===== src/rtl/camera_sensor_emulator_if.sv =====
// camera_sensor_emulator_if: parallel pixel bus between an emulated camera and its receiver
interface camera_sensor_emulator_if;
  logic        trigger;
  logic [1:0]  pattern;
  logic [11:0] pixel_data;
  logic        pixel_clk;
  logic        FV;
  logic        LV;
  logic        Strobe;
  logic        busy;
  logic        trigger_dropped;
  logic [15:0] frame_count;
  modport master (
    input  trigger, pattern,
    output pixel_data, pixel_clk, FV, LV, Strobe, busy, trigger_dropped, frame_count
  );
  modport slave (
    output trigger, pattern,
    input  pixel_data, pixel_clk, FV, LV, Strobe, busy, trigger_dropped, frame_count
  );
endinterface


===== src/rtl/camera_sensor_emulator.sv =====
// camera_sensor_emulator: triggered test-pattern camera producing Strobe, FV, LV and 12-bit pixels
module camera_sensor_emulator #(
  parameter int ACTIVE_COLS = 640,
  parameter int ACTIVE_ROWS = 480,
  parameter int HBLANK      = 16,
  parameter int FV_LEAD     = 2,
  parameter int VBLANK      = 4,
  parameter int EXPOSURE    = 8,
  parameter int PIXEL_DIV   = 2
) (
  input logic sysClk,
  input logic hard_reset_n,
  camera_sensor_emulator_if.master bus
);
  typedef enum logic [2:0] {S_IDLE, S_EXPOSE, S_FRONT, S_LINE, S_HBLANK, S_BACK, S_VBLANK} state_t;
  localparam int MAXA = (EXPOSURE > FV_LEAD) ? EXPOSURE : FV_LEAD;
  localparam int MAXB = (HBLANK > VBLANK) ? HBLANK : VBLANK;
  localparam int TW = $clog2(((MAXA > MAXB) ? MAXA : MAXB) + 1);
  localparam int CW = $clog2(ACTIVE_COLS);
  localparam int RW = $clog2(ACTIVE_ROWS + 1);
  localparam int DW = $clog2(PIXEL_DIV);
  localparam logic [DW-1:0] DIV_LAST  = DW'(PIXEL_DIV - 1);
  localparam logic [DW-1:0] DIV_HALF  = DW'(PIXEL_DIV / 2);
  localparam logic [CW-1:0] COL_LAST  = CW'(ACTIVE_COLS - 1);
  localparam logic [RW-1:0] ROW_LAST  = RW'(ACTIVE_ROWS - 1);
  localparam logic [TW-1:0] EXP_LAST  = TW'(EXPOSURE - 1);
  localparam logic [TW-1:0] LEAD_LAST = TW'(FV_LEAD - 1);
  localparam logic [TW-1:0] HB_LAST   = TW'(HBLANK - 1);
  localparam logic [TW-1:0] VB_LAST   = TW'(VBLANK - 1);
  state_t r_state, w_state;
  logic [DW-1:0] r_div, w_div;
  logic [TW-1:0] r_cnt, w_cnt;
  logic [CW-1:0] r_col, w_col;
  logic [RW-1:0] r_row, w_row;
  logic [11:0] r_pcnt, w_pcnt;
  logic [1:0] r_pat, w_pat;
  logic [15:0] r_fcnt, w_fcnt;
  logic r_pclk, r_trig_q, r_drop;
  logic r_busy, w_busy, r_pend, w_pend, r_fv, w_fv, r_lv, w_lv, r_strobe, w_strobe;
  logic w_tick, w_edge;
  logic [11:0] w_pix;
  assign w_tick = (r_div == DIV_LAST);
  assign w_div  = w_tick ? '0 : r_div + DW'(1);
  assign w_edge = bus.trigger & ~r_trig_q;
  assign w_pix  = (r_pat == 2'd0) ? 12'(r_col) :
                  (r_pat == 2'd1) ? 12'(r_row) :
                  (r_pat == 2'd2) ? {12{r_col[0] ^ r_row[0]}} : r_pcnt;
  assign bus.pixel_data      = r_lv ? w_pix : '0;
  assign bus.pixel_clk       = r_pclk;
  assign bus.FV              = r_fv;
  assign bus.LV              = r_lv;
  assign bus.Strobe          = r_strobe;
  assign bus.busy            = r_busy;
  assign bus.trigger_dropped = r_drop;
  assign bus.frame_count     = r_fcnt;
  // Every sequence step advances only on a pixel tick, so outputs move on pixel_clk falling edges
  always_comb begin
    w_state  = r_state;
    w_cnt    = r_cnt;
    w_col    = r_col;
    w_row    = r_row;
    w_pcnt   = r_pcnt;
    w_pat    = r_pat;
    w_fcnt   = r_fcnt;
    w_busy   = r_busy;
    w_pend   = r_pend;
    w_fv     = r_fv;
    w_lv     = r_lv;
    w_strobe = r_strobe;
    case (r_state)
      S_IDLE: if (w_edge) begin
        w_state = S_EXPOSE;
        w_pat   = bus.pattern;
        w_busy  = 1'b1;
        w_pend  = 1'b1;
      end
      S_EXPOSE: if (w_tick) begin
        if (r_pend) begin
          w_pend   = 1'b0;
          w_strobe = 1'b1;
          w_cnt    = '0;
        end else if (r_cnt == EXP_LAST) begin
          w_strobe = 1'b0;
          w_fv     = 1'b1;
          w_pcnt   = '0;
          w_row    = '0;
          w_cnt    = '0;
          w_state  = S_FRONT;
        end else w_cnt = r_cnt + TW'(1);
      end
      S_FRONT: if (w_tick) begin
        if (r_cnt == LEAD_LAST) begin
          w_lv    = 1'b1;
          w_col   = '0;
          w_state = S_LINE;
        end else w_cnt = r_cnt + TW'(1);
      end
      S_LINE: if (w_tick) begin
        w_pcnt = r_pcnt + 12'd1;
        if (r_col == COL_LAST) begin
          w_lv    = 1'b0;
          w_cnt   = '0;
          w_state = (r_row == ROW_LAST) ? S_BACK : S_HBLANK;
        end else w_col = r_col + CW'(1);
      end
      S_HBLANK: if (w_tick) begin
        if (r_cnt == HB_LAST) begin
          w_row   = r_row + RW'(1);
          w_col   = '0;
          w_lv    = 1'b1;
          w_state = S_LINE;
        end else w_cnt = r_cnt + TW'(1);
      end
      S_BACK: if (w_tick) begin
        if (r_cnt == LEAD_LAST) begin
          w_fv    = 1'b0;
          w_cnt   = '0;
          w_state = S_VBLANK;
        end else w_cnt = r_cnt + TW'(1);
      end
      S_VBLANK: if (w_tick) begin
        if (r_cnt == VB_LAST) begin
          w_fcnt  = r_fcnt + 16'd1;
          w_busy  = 1'b0;
          w_state = S_IDLE;
        end else w_cnt = r_cnt + TW'(1);
      end
      default: w_state = S_IDLE;
    endcase
  end
  always_ff @(posedge sysClk or negedge hard_reset_n) begin
    if (!hard_reset_n) begin
      r_state  <= S_IDLE;
      r_div    <= '0;
      r_cnt    <= '0;
      r_col    <= '0;
      r_row    <= '0;
      r_pcnt   <= '0;
      r_pat    <= '0;
      r_fcnt   <= '0;
      r_pclk   <= 1'b0;
      r_trig_q <= 1'b0;
      r_drop   <= 1'b0;
      r_busy   <= 1'b0;
      r_pend   <= 1'b0;
      r_fv     <= 1'b0;
      r_lv     <= 1'b0;
      r_strobe <= 1'b0;
    end else begin
      r_state  <= w_state;
      r_div    <= w_div;
      r_cnt    <= w_cnt;
      r_col    <= w_col;
      r_row    <= w_row;
      r_pcnt   <= w_pcnt;
      r_pat    <= w_pat;
      r_fcnt   <= w_fcnt;
      r_pclk   <= (w_div >= DIV_HALF);
      r_trig_q <= bus.trigger;
      r_drop   <= w_edge & r_busy;
      r_busy   <= w_busy;
      r_pend   <= w_pend;
      r_fv     <= w_fv;
      r_lv     <= w_lv;
      r_strobe <= w_strobe;
    end
  end
endmodule


===== src/flat_wrapper.sv =====
// flat-port wrapper written by rule: the top's interface ports become plain ports
module camera_sensor_emulator_flat 
#(
  parameter int ACTIVE_COLS = 640,
  parameter int ACTIVE_ROWS = 480,
  parameter int HBLANK      = 16,
  parameter int FV_LEAD     = 2,
  parameter int VBLANK      = 4,
  parameter int EXPOSURE    = 8,
  parameter int PIXEL_DIV   = 2
)
  (sysClk, hard_reset_n, bus_trigger, bus_pattern, bus_pixel_data, bus_pixel_clk, bus_FV, bus_LV, bus_Strobe, bus_busy, bus_trigger_dropped, bus_frame_count);
  camera_sensor_emulator_if bus_i ();
  input logic sysClk;
  input logic hard_reset_n;
  input wire logic [$bits(bus_i.trigger)-1:0] bus_trigger;
  input wire logic [$bits(bus_i.pattern)-1:0] bus_pattern;
  output wire logic [$bits(bus_i.pixel_data)-1:0] bus_pixel_data;
  output wire logic [$bits(bus_i.pixel_clk)-1:0] bus_pixel_clk;
  output wire logic [$bits(bus_i.FV)-1:0] bus_FV;
  output wire logic [$bits(bus_i.LV)-1:0] bus_LV;
  output wire logic [$bits(bus_i.Strobe)-1:0] bus_Strobe;
  output wire logic [$bits(bus_i.busy)-1:0] bus_busy;
  output wire logic [$bits(bus_i.trigger_dropped)-1:0] bus_trigger_dropped;
  output wire logic [$bits(bus_i.frame_count)-1:0] bus_frame_count;
  assign bus_i.trigger = bus_trigger;
  assign bus_i.pattern = bus_pattern;
  assign bus_pixel_data = bus_i.pixel_data;
  assign bus_pixel_clk = bus_i.pixel_clk;
  assign bus_FV = bus_i.FV;
  assign bus_LV = bus_i.LV;
  assign bus_Strobe = bus_i.Strobe;
  assign bus_busy = bus_i.busy;
  assign bus_trigger_dropped = bus_i.trigger_dropped;
  assign bus_frame_count = bus_i.frame_count;
  camera_sensor_emulator #(.ACTIVE_COLS(ACTIVE_COLS), .ACTIVE_ROWS(ACTIVE_ROWS), .HBLANK(HBLANK), .FV_LEAD(FV_LEAD), .VBLANK(VBLANK), .EXPOSURE(EXPOSURE), .PIXEL_DIV(PIXEL_DIV)) u_core (.sysClk(sysClk), .hard_reset_n(hard_reset_n), .bus(bus_i));
endmodule

===== config.mk =====
export PLATFORM = sky130hd
export DESIGN_NAME = camera_sensor_emulator_flat
export DESIGN_NICKNAME = d
export VERILOG_FILES = /design/src/rtl/camera_sensor_emulator_if.sv /design/src/rtl/camera_sensor_emulator.sv /design/src/flat_wrapper.sv
export SDC_FILE = /design/constraint.sdc
export NUM_CORES = 1
export LEC_CHECK = 0
export BUFFER_PORTS_ARGS = -buffer_cell sky130_fd_sc_hd__buf_2
export CAP_MARGIN = 25
export CORE_AREA = 2 2 110 112
export CTS_BUF_LIST = sky130_fd_sc_hd__clkbuf_4 sky130_fd_sc_hd__clkbuf_8
export DETAILED_ROUTE_END_ITERATION = 16
export DIE_AREA = 0 0 112 114
export PLACE_DENSITY_LB_ADDON = 0.3
export SLEW_MARGIN = 5
export SYNTH_ARGS = -nofsm -noshare
export SYNTH_HDL_FRONTEND = slang
export SYNTH_SLANG_ARGS = --single-unit

===== constraint.sdc =====
create_clock -name sysClk -period 3.94 [get_ports sysClk]
set_input_delay 0.394 -clock sysClk [delete_from_list [all_inputs] [get_ports sysClk]]
set_output_delay 0.394 -clock sysClk [all_outputs]
set_load 0.01 [all_outputs]

* Yosys cells after proc, flatten, opt, wreduce, memory -nomap -nowiden
Index checks and enable logic that the tools add are counted.
** Storage, ports and cells
- Flip-flop bits (word level) :: 66
- Word-level logic and storage cells :: 155
** Cells by class
- Reductions and logical operators :: 22
- Mux-type cells :: 74
- Order comparisons :: 1
- $add $sub $neg :: 6
- Equal/unequal tests :: 32
- Bitwise operators :: 4
** Operator list (count)
- 2-to-1 mux 12 bit :: 8
- 2-to-1 mux 5 bit :: 13
- 2-to-1 mux 10 bit :: 6
- 2-to-1 mux 9 bit :: 5
- 2-to-1 mux 3 bit :: 14
- one-hot mux 10 bit (3 select lines) :: 1
- one-hot mux 5 bit (6 select lines) :: 1
- != test 2 x 1 -> 1 bit, second input constant :: 13
- one-hot mux 12 bit (2 select lines) :: 1
- one-hot mux 3 bit (7 select lines) :: 1
- 2-to-1 mux 1 bit :: 19
- one-hot mux 9 bit (2 select lines) :: 1
- adder 16 x 1 -> 16 bit, second input constant :: 1
- AND reduction 14 bit :: 1
- AND reduction 7 bit :: 2
- adder 12 x 1 -> 12 bit, second input constant :: 1
- AND reduction 6 bit :: 2
- nonzero test 2 bit :: 6
- AND reduction 11 bit :: 1
- adder 10 x 1 -> 10 bit, second input constant :: 1
- equality test 10 bit, second input constant :: 1
- != test 2 bit, second input constant :: 5
- adder 9 x 1 -> 9 bit, second input constant :: 1
- equality test 3 bit, second input constant :: 3
- other kinds (25) :: 31

* Depth between registers and ports, before layout
Gate-level depths: netlist (run 1).
- Word-level depth :: 5
- Mapped depth :: 8
- Depth with buffers taken out :: 8

* Worst setup path after synthesis (run 1)
OpenSTA, ideal clock, no wires.
- Path kind :: flip-flop to flip-flop
- Start point :: register u_core.r_cnt[0]
- End point :: register u_core.r_cnt[2]
- Arrival :: 2.013 ns
- Required time :: 3.813 ns
- Stages on the path, launching flop included :: 9
- Period minus slack after synthesis :: 2.140 ns
- Path slack :: 1.800 ns
- Path through :: dfrtp_1 > ha_1 > and3_1 > ha_1 > nand2b_1 > a221oi_2 > a311o_2 > or2_4 > mux2_1
** Between the ends
- Longest elaborated chain between the ends :: 5
- Elaborated cells on any way between the ends :: 21
- Classes of those cells :: 1 x add/sub; 7 x eq/ne; 12 x mux; 1 x reduce/logical
** Ends and longest elaborated chain
- start, declared :: RTL line camera_sensor_emulator.sv:32 : logic [TW-1:0] r_cnt, w_cnt;
- start signal, assigned :: RTL line camera_sensor_emulator.sv:152 : r_cnt <= w_cnt;
- adder 5 x 1 -> 5 bit or equality test 5 x 3 -> 1 bit (tied branches)
- 2-to-1 mux 5 bit :: RTL line camera_sensor_emulator.sv:82 : end else if (r_cnt == EXP_LAST) begin
- 2-to-1 mux 5 bit :: RTL line camera_sensor_emulator.sv:78 : if (r_pend) begin
- 2-to-1 mux 5 bit :: RTL line camera_sensor_emulator.sv:77 : S_EXPOSE: if (w_tick) begin
- one-hot mux 5 bit (6 select lines) :: RTL line camera_sensor_emulator.sv:70 : case (r_state)
Several ways; a longest one is shown, not always the timed one. The select of a mux whose other input is x is not followed.
A chain may end at the register's enable or synchronous reset.

* Final worst setup path (run 1)
- Start point :: register u_core.r_state[0]
- End point :: register u_core.r_pcnt[7]
** Between the ends
- Longest elaborated chain between the ends :: 3
- Elaborated cells on any way between the ends :: 9
- Classes of those cells :: 6 x eq/ne; 1 x mux; 2 x reduce/logical
** Ends and longest elaborated chain
- start, declared :: RTL line camera_sensor_emulator.sv:30 : state_t r_state, w_state;
- start signal, assigned :: RTL line camera_sensor_emulator.sv:150 : r_state <= w_state;
- equality test 3 x 2 -> 1 bit or equality test 3 x 1 -> 1 bit (tied branches) :: RTL line camera_sensor_emulator.sv:70
- != test 2 x 1 -> 1 bit (no line), or another cell as far along
- AND reduction 5 bit (no line)
- end signal, assigned :: RTL line camera_sensor_emulator.sv:155 : r_pcnt <= w_pcnt;
- end, declared :: RTL line camera_sensor_emulator.sv:35 : logic [11:0] r_pcnt, w_pcnt;
Several ways; a longest one is shown, not always the timed one.

==> results of run 1 <==
==> cell usage after synthesis, types with 2 or more instances <==
cell type / n / area share (%)
nand2b_1: 8 / 1.3
buf_2: 8 / 1.0
ha_1: 7 / 2.3
a22oi_1: 2 / 0.39
a21oi_1: 11 / 1.4
o31ai_1: 4 / 0.78
buf_1: 3 / 0.29
nor2b_1: 3 / 0.49
o211ai_1: 2 / 0.39
nand4_1: 8 / 1.3
and3_1: 10 / 1.6
nor4_1: 7 / 1.1
nand4b_1: 2 / 0.46
o21ai_0: 24 / 3.1
inv_1: 11 / 1.1
mux2_2: 5 / 1.5
o2bb2ai_1: 2 / 0.46
buf_4: 6 / 1.2
nor2_1: 37 / 3.6
and2_1: 6 / 0.98
nand2_1: 36 / 3.5
a211oi_1: 7 / 1.4
a31oi_1: 4 / 0.65
nand3_1: 21 / 2.7
dfrtp_1: 65 / 42
mux2i_1: 9 / 2.4
o21ai_1: 2 / 0.26
a21o_1: 2 / 0.39
clkbuf_1: 7 / 0.69
nor3_1: 5 / 0.65
xor2_1: 14 / 3.2
or2_2: 2 / 0.33
xnor2_1: 19 / 4.3
o22a_1: 3 / 0.69
mux4_2: 2 / 1.2
nor4b_1: 3 / 0.69
nor3b_1: 3 / 0.59
and4_1: 7 / 1.6
==> power by group through the flow <==
| stage | clock network (mW) | registers (mW) | logic, mW |
|---|---|---|---|
| after detailed placement | 0 | 0.681 | 0.0221 |
| after global placement | 0 | 0.681 | 0.0191 |
| after floorplan | 0 | 0.681 | 0.000864 |
| after global routing | 0.577 | 0.668 | 0.0247 |
| after CTS | 0.550 | 0.668 | 0.0228 |
| final | 0.527 | 0.668 | 0.0211 |
==> metrics by stage <==
stage / cell area, sq um / hold WS [ns] / setup slack [ns] / total power, mW / util, %
floorplan: 3830 / 0.0984 / 1.80 / 0.682 / -
global placement: 4100 / 0.468 / 1.60 / 0.700 / 35.0
detailed placement: 4120 / 0.308 / 1.53 / 0.703 / 35.2
CTS: 4310 / 0.166 / 1.48 / 1.24 / 36.8
global route: 4310 / 0.169 / 1.22 / 1.27 / 36.8
finish: 4310 / 0.187 / 1.44 / 1.22 / 36.8
==> sequential cells by signal, indices dropped and copies added (netlist names) <==
register                    flops
u_core.bus.FV                   1
u_core.bus.LV                   1
u_core.bus.Strobe               1
u_core.bus.busy                 1
u_core.bus.frame_count         16
u_core.bus.trigger_dropped      1
u_core.r_cnt                    5
u_core.r_col                   10
u_core.r_div                    1
u_core.r_pat                    2
u_core.r_pcnt                  12
u_core.r_pend                   1
u_core.r_row                    9
u_core.r_state                  3
u_core.r_trig_q                 1
==> layer usage <==
layer / vias to the layer above / global-route usage [%]
li1: 1503 / -
met1: 1518 / 20.3
met5: - / 0
met3: 12 / 2.92
met2: 72 / 22.5
met4: 0 / 6.02
==> cells by family after synthesis <==
logic type               Yosys count  share of synthesized area [%]
AND/OR/NAND/NOR                  170                           24.8
AO/OA/AOI/OAI                     75                           13.0
flip-flops                        65                           42.5
buffers and inverters             35                           4.28
XOR/XNOR                          34                           7.97
multiplexers                      17                           5.29
adder cells (fa/ha/maj)            7                           2.29
==> worst max path at each step <==
stage	end	slack (ns)	cells after the start
after floorplan	u_core.r_cnt[2]$_DFFE_PN0P_	1.80	8
after global placement	u_core.r_cnt[2]$_DFFE_PN0P_	1.60	8
after detailed placement	u_core.r_pcnt[4]$_DFFE_PN0P_	1.53	5
after CTS	bus_pixel_data[10]	1.48	6
after global routing	u_core.r_pcnt[7]$_DFFE_PN0P_	1.22	5
final	u_core.r_pcnt[7]$_DFFE_PN0P_	1.44	5
==> final cells by class <==
| cell class | count | area [sq um] | share of cell area (%) |
|---|---|---|---|
| clock buffer | 12 | 165 | 3.83 |
| clock inverter | 3 | 15.0 | 0.349 |
| inverter | 11 | 41.3 | 0.958 |
| multi-input combinational | 303 | 2040 | 47.4 |
| sequential | 65 | 1630 | 37.8 |
| tap | 147 | 184 | 4.27 |
| timing repair buffer | 42 | 235 | 5.46 |
==> what timing repair did <==
| action | in CTS | in global routing |
|---|---|---|
| hold endpoints to repair | 10 | 0 |
| setup buffers | 0 | 0 |
| hold buffers | 1 | 0 |
==> worst max-delay path, stage by stage, from the launching register on <==
cell and delay (ns):
dfrtp_1 0.73, nor2b_1 0.54, nand2_1 0.41, nor4b_1 0.46, xnor2_1 0.17, nor2_1 0.06
==> results.md, run 1 <==
- Fin cells: 583
- R2r setup slk: 1.44 ns
- Initial antenna violation count: 0
- Post-synth EDFFs: 0
- Vias per Instance: 5.33
- Worst-path clk slew: 0.07 ns
- Reg2Reg Capture Point: u_core.r_pcnt[7]$_DFFE_PN0P_
- RR Startpoint: u_core.r_state[0]$_DFFE_PN0P_
- First-pass GRT wire length: 15.1 mm
- Most frequent cells in the layout: dfrtp_1 (65), buf_2 (38), nor2_1 (37)
- CP Launch Type: flop
- CTS sink cnt: 65
- Placed cells: 567
- Layout area overhead: 12.4%
- Synth Flop Type: dfrtp_1
- Final setup fails: 0
- CTS tree: built
- Synth warn: 0
- Post-CTS sizing: 0
- Synth Instances: 403
- Crit-path max FO: 20
- Initial core utilization: 32.7%
- I/O Buffers: 38
- Synthesized flop and latch total: 65
- Sw Ratio: 22.2%
- DR top layer: met4
- Depth of the worst hold-timing path: 1
- Antenna viol nets, final: 0
- Hold EP: u_core.r_trig_q$_DFF_PN0_
- RSZ-0062 raised after global routing: false
- Die height: 114 microns
- Hold Path Class: input port to flop
- Total Negative Setup Slacks: 0 ns
- I/O pin count: 39
- Commonest non-fill, non-tap cell in the layout: dfrtp_1
- Met2 routed WL: 4.20 mm
- Vias: 3,105
- M1 WL: 4.33 mm
- Synthesized area: 0.00383 sq mm
- Htree depth: 3
- Setup crit end kind: flop
- Worst Reg-to-Reg Cells: 5
- Syn nets: 415
- Diodes inserted: 0
- Worst Path Required: 4.14 ns
- DRT Pass-1 Iters: 4
- Lkg Pwr: 1.96 nW
- Skew-Pair Late Insertion Delay: 0.34 ns
- VDD IR-drop max: 0.000123 V
- Clock power share: 43.3%
- Distinct cells, synth: 64
- Async S/R FF share, synth: 100%
- Detailed placer's ending HPWL: 6.44 mm
- Comb pwr share: 1.7%
- Post-synthesis average cell area: 9.51 sq um
- DRT iter0 DRCs: 212
- Period utilization: 63.6%
- Fin. Hold Viols: 0
- FMAX: 399 MHz
- Grt ovf: 0
- Gp weighted congestion: 0.843
- Worst-Margin Slew: 0.961 ns
- Max Root-Sink Buffers: 2
- Layout Skew: 0.00630 ns
- Share of cells above drive strength 1: 18.6%
- Fillers: 1,186
- Die Width: 112 microns
- Pint: 0.947 mW
- Largest net degree at the start of global routing: 38
- Relative slew slack: 35.9%
- GR Util All Layers: 14.6%
- Seq/Total Area, Yosys: 42.5%
- Post-DR wirelength/cell: 15.6 microns
- Max-cap violations: 0
- Max-slew violations: 0
- Status: complete, no violations
- Final nets: 444
- WL met3: 413 microns
- Inserted Clock Buffers: 9
- Drc violations: 0
- CP Class: flop to flop
- FP Rows: 40
- Vias in the first global route: 3,017
- Tmin final: 2.50 ns
- Root Buffer: clkbuf_8
- Core area: 0.0117 sq mm
- DRT Wirelength: 9.09 mm
- HP Start: bus_trigger
- Crit path launch: u_core.r_state[0]$_DFFE_PN0P_
- Sequential share of power: 54.9%
- Power Dens Cells: 282 mW/mm^2
- Sw power: 0.270 mW
- CP arrival: 2.71 ns
- Die area: 0.0128 sq mm
Power figures use the tool's default switching activity.
==> run 2: changes to the inputs <==
==> constraint.sdc (replaced) <==
create_clock -name sysClk -period 2.4 [get_ports sysClk]
set_input_delay 0.24 -clock sysClk [delete_from_list [all_inputs] [get_ports sysClk]]
set_output_delay 0.24 -clock sysClk [all_outputs]
set_load 0.01 [all_outputs]
==> run 2 against run 1 <==
The flow now finishes with violations (hold timing). Via count grew 0.64%. Setup slack lost 1.3 ns. Final cell count grew 2.4%. Clock power grew 84%. First-iteration DRC count shrank 0.47%. Wire length shrank 1.0%. Sequential power grew 65%. Non-clock buffer count grew 13. Register-to-register slack lost 1.3 ns.
==> results.md, run 2 (same netlist as run 1, synthesis figures left out) <==
- Initial core utilization: 32.7% (unchanged)
- Relative slew slack: 39.0% (was 35.9%)
- Total power draw: 2.10 mW (was 1.22 mW)
- Vias in the first global route: 3,036 (was 3,017)
- Design area: 0.00442 sq mm (was 0.00431 sq mm)
- Initial antenna violation count: 0 (unchanged)
- Detailed placer's ending HPWL: 6.63 mm (was 6.44 mm)
- Fillers: 1,203 (was 1,186)
- Post-DP Area: 0.00421 sq mm (was 0.00412 sq mm)
- Die Width: 112 microns (unchanged)
- Tmin final: 2.27 ns (was 2.50 ns)
- Most frequent cells in the layout: dfrtp_1 (65), buf_2 (38), nor2_1 (37) (unchanged)
- Layout area overhead: 15.3% (was 12.4%)
- Placed cells: 581 (was 567)
- DR top layer: met4 (unchanged)
- Post-DR wirelength/cell: 15.1 microns (was 15.6 microns)
- Fin cells: 597 (was 583)
- Grt ovf: 0 (unchanged)
- Final nets: 457 (was 444)
- Gp weighted congestion: 0.867 (was 0.843)
- Lkg Pwr: 2.02 nW (was 1.96 nW)
- DRT Pass-1 Iters: 4 (unchanged)
- Worst-path clk slew: 0.08 ns (was 0.07 ns)
- Violated checks: hold timing
- CTS tree: built (unchanged)
- CP arrival: 2.49 ns (was 2.71 ns)
- Htree depth: 3 (unchanged)
- RSZ-0062 raised after global routing: false (unchanged)
- Max-cap violations: 0 (unchanged)
- Crit-path max FO: 5 (was 20)
- Max reg flops: 16 (unchanged)
- Die area: 0.0128 sq mm (unchanged)
- Worst Path Required: 2.62 ns (was 4.14 ns)
- Largest net degree at the start of global routing: 36 (was 38)
- Vias per Instance: 5.23 (was 5.33)
- Hold_ws: -0.00685 ns (was 0.187 ns)
- Drc violations: 0 (unchanged)
- DRT iter0 DRCs: 211 (was 212)
- WL met3: 277 microns (was 413 microns)
- VDD IR-drop max: 0.000196 V (was 0.000123 V)
- Layout Skew: 0.0107 ns (was 0.00630 ns)
- Root Buffer: clkbuf_8 (unchanged)
- Period utilization: 94.5% (was 63.6%)
- Power Dens Cells: 475 mW/mm^2 (was 282 mW/mm^2)
- Vias: 3,125 (was 3,105)
- Final setup fails: 0 (unchanged)
- Post-CTS Hold Buffers: 0 (was 1)
- Max-slew violations: 0 (unchanged)
- First-pass GRT wire length: 15.2 mm (was 15.1 mm)
- Share of cells above drive strength 1: 21.6% (was 18.6%)
- FMAX: 441 MHz (was 399 MHz)
- CTS sink cnt: 65 (unchanged)
- I/O pin count: 39 (unchanged)
- Total Negative Setup Slacks: 0 ns (unchanged)
- Commonest non-fill, non-tap cell in the layout: dfrtp_1 (unchanged)
- Status: finished, violations left (was complete, no violations)
- Fin. Hold Viols: 7 (was 0)
- Max Root-Sink Buffers: 2 (unchanged)
- Antenna viol nets, final: 0 (unchanged)
- Skew-Pair Late Insertion Delay: 0.34 ns (about the same)
- CP Class: flop to flop (unchanged)
- CP Launch Type: flop (unchanged)
- FP Rows: 40 (unchanged)
- Core area: 0.0117 sq mm (unchanged)
- Hold Path Class: input port to async pin (was input port to flop)
- M1 WL: 4.32 mm (was 4.33 mm)
- Diodes inserted: 0 (unchanged)
- Inserted Clock Buffers: 9 (unchanged)
- Setup crit end kind: flop (unchanged)
- Worst-Margin Slew: 0.916 ns (was 0.961 ns)
- GR Util All Layers: 14.7% (was 14.6%)
- Die height: 114 microns (unchanged)
- Met2 routed WL: 4.24 mm (was 4.20 mm)
- DRT Wirelength: 9.00 mm (was 9.09 mm)
- I/O Buffers: 38 (unchanged)
- R2r setup slk: 0.13 ns (was 1.44 ns)
-- run 2: changes by cell type in the layout (fill, tap and decap cells not counted) --
cell           previous run  this run
bufinv_16                 0         1
clkinv_2                  3         1
clkinv_4                  0         2
o21ai_2                   1         2
dlygate4sd3_1             1         0
o21ai_1                   2         1
clkinvlp_4                0         2
clkbuf_8                 12        10
buf_4                     2        17
buf_12                    1         0
-- run 2: report_power, final --
| part | switching (mW) | internal [mW] |
|---|---|---|
| combinational | 0.0254 | 0.00688 |
| sequential | 0.000328 | 1.10 |
| clock | 0.460 | 0.510 |
-- run 2: worst max-delay path, cell delays in order (launching register included) --
cell and delay (ns):
dfrtp_1 0.42, ha_1 0.26, and3_1 0.19, ha_1 0.21
nand2b_1 0.10, a221oi_2 0.05, a311o_2 0.35, or2_4 0.25
mux2_1 0.32
-- run 2: worst paths after layout --
| path | startpoint | end | depth (start not counted) |
|---|---|---|---|
| worst max-delay path | u_core.r_cnt[0]$_DFFE_PN0P_ | u_core.r_cnt[2]$_DFFE_PN0P_ | 8 |
| worst min-delay path | hard_reset_n | u_core.r_state[2]$_DFFE_PN0P_ | 1 |
| worst max register to register | u_core.r_cnt[0]$_DFFE_PN0P_ | u_core.r_cnt[2]$_DFFE_PN0P_ | 8 |
| worst min register to register | u_core.bus.frame_count[10]$_DFFE_PN0P_ | u_core.bus.frame_count[10]$_DFFE_PN0P_ | 1 |
| max in group asynchronous | hard_reset_n | u_core.r_pcnt[2]$_DFFE_PN0P_ | 2 |
| min in group sysClk | bus_trigger | u_core.r_trig_q$_DFF_PN0_ | 1 |
-- run 2: routing by layer --
| layer | up-vias | track usage [%] |
|---|---|---|
| met2 | 46 | 23.3 |
| met4 | 0 | 5.77 |
| met1 | 1536 | 19.9 |
| met5 | - | 0 |
| met3 | 10 | 3.03 |
| li1 | 1533 | - |
-- run 2: layout make-up --
cell class	instances	area [sq um]	share of cell area [%]
Tap cell	147	184	4.16
Inverter	11	41.3	0.934
Multi-Input combinational cell	303	2040	46.3
Clock buffer	10	138	3.11
Clock inverter	6	67.6	1.53
Sequential cell	65	1630	36.8
Timing Repair Buffer	55	318	7.19
-- run 2: through the flow --
stage               hold slack, ns  worst slack, ns  utilization (%)
finish                    -0.00685            0.133             37.7
global route                0.0156          0.00514             37.7
CTS                         0.0105            0.126             37.7
detailed placement           0.377            0.136             36.0
global placement             0.369            0.174             36.0
floorplan                  -0.0556            0.260                -
-- run 2: what timing repair did --
item	in CTS	in global routing
setup buffers	0	0
setup endpoints to repair	0	2
gates resized for setup	0	1
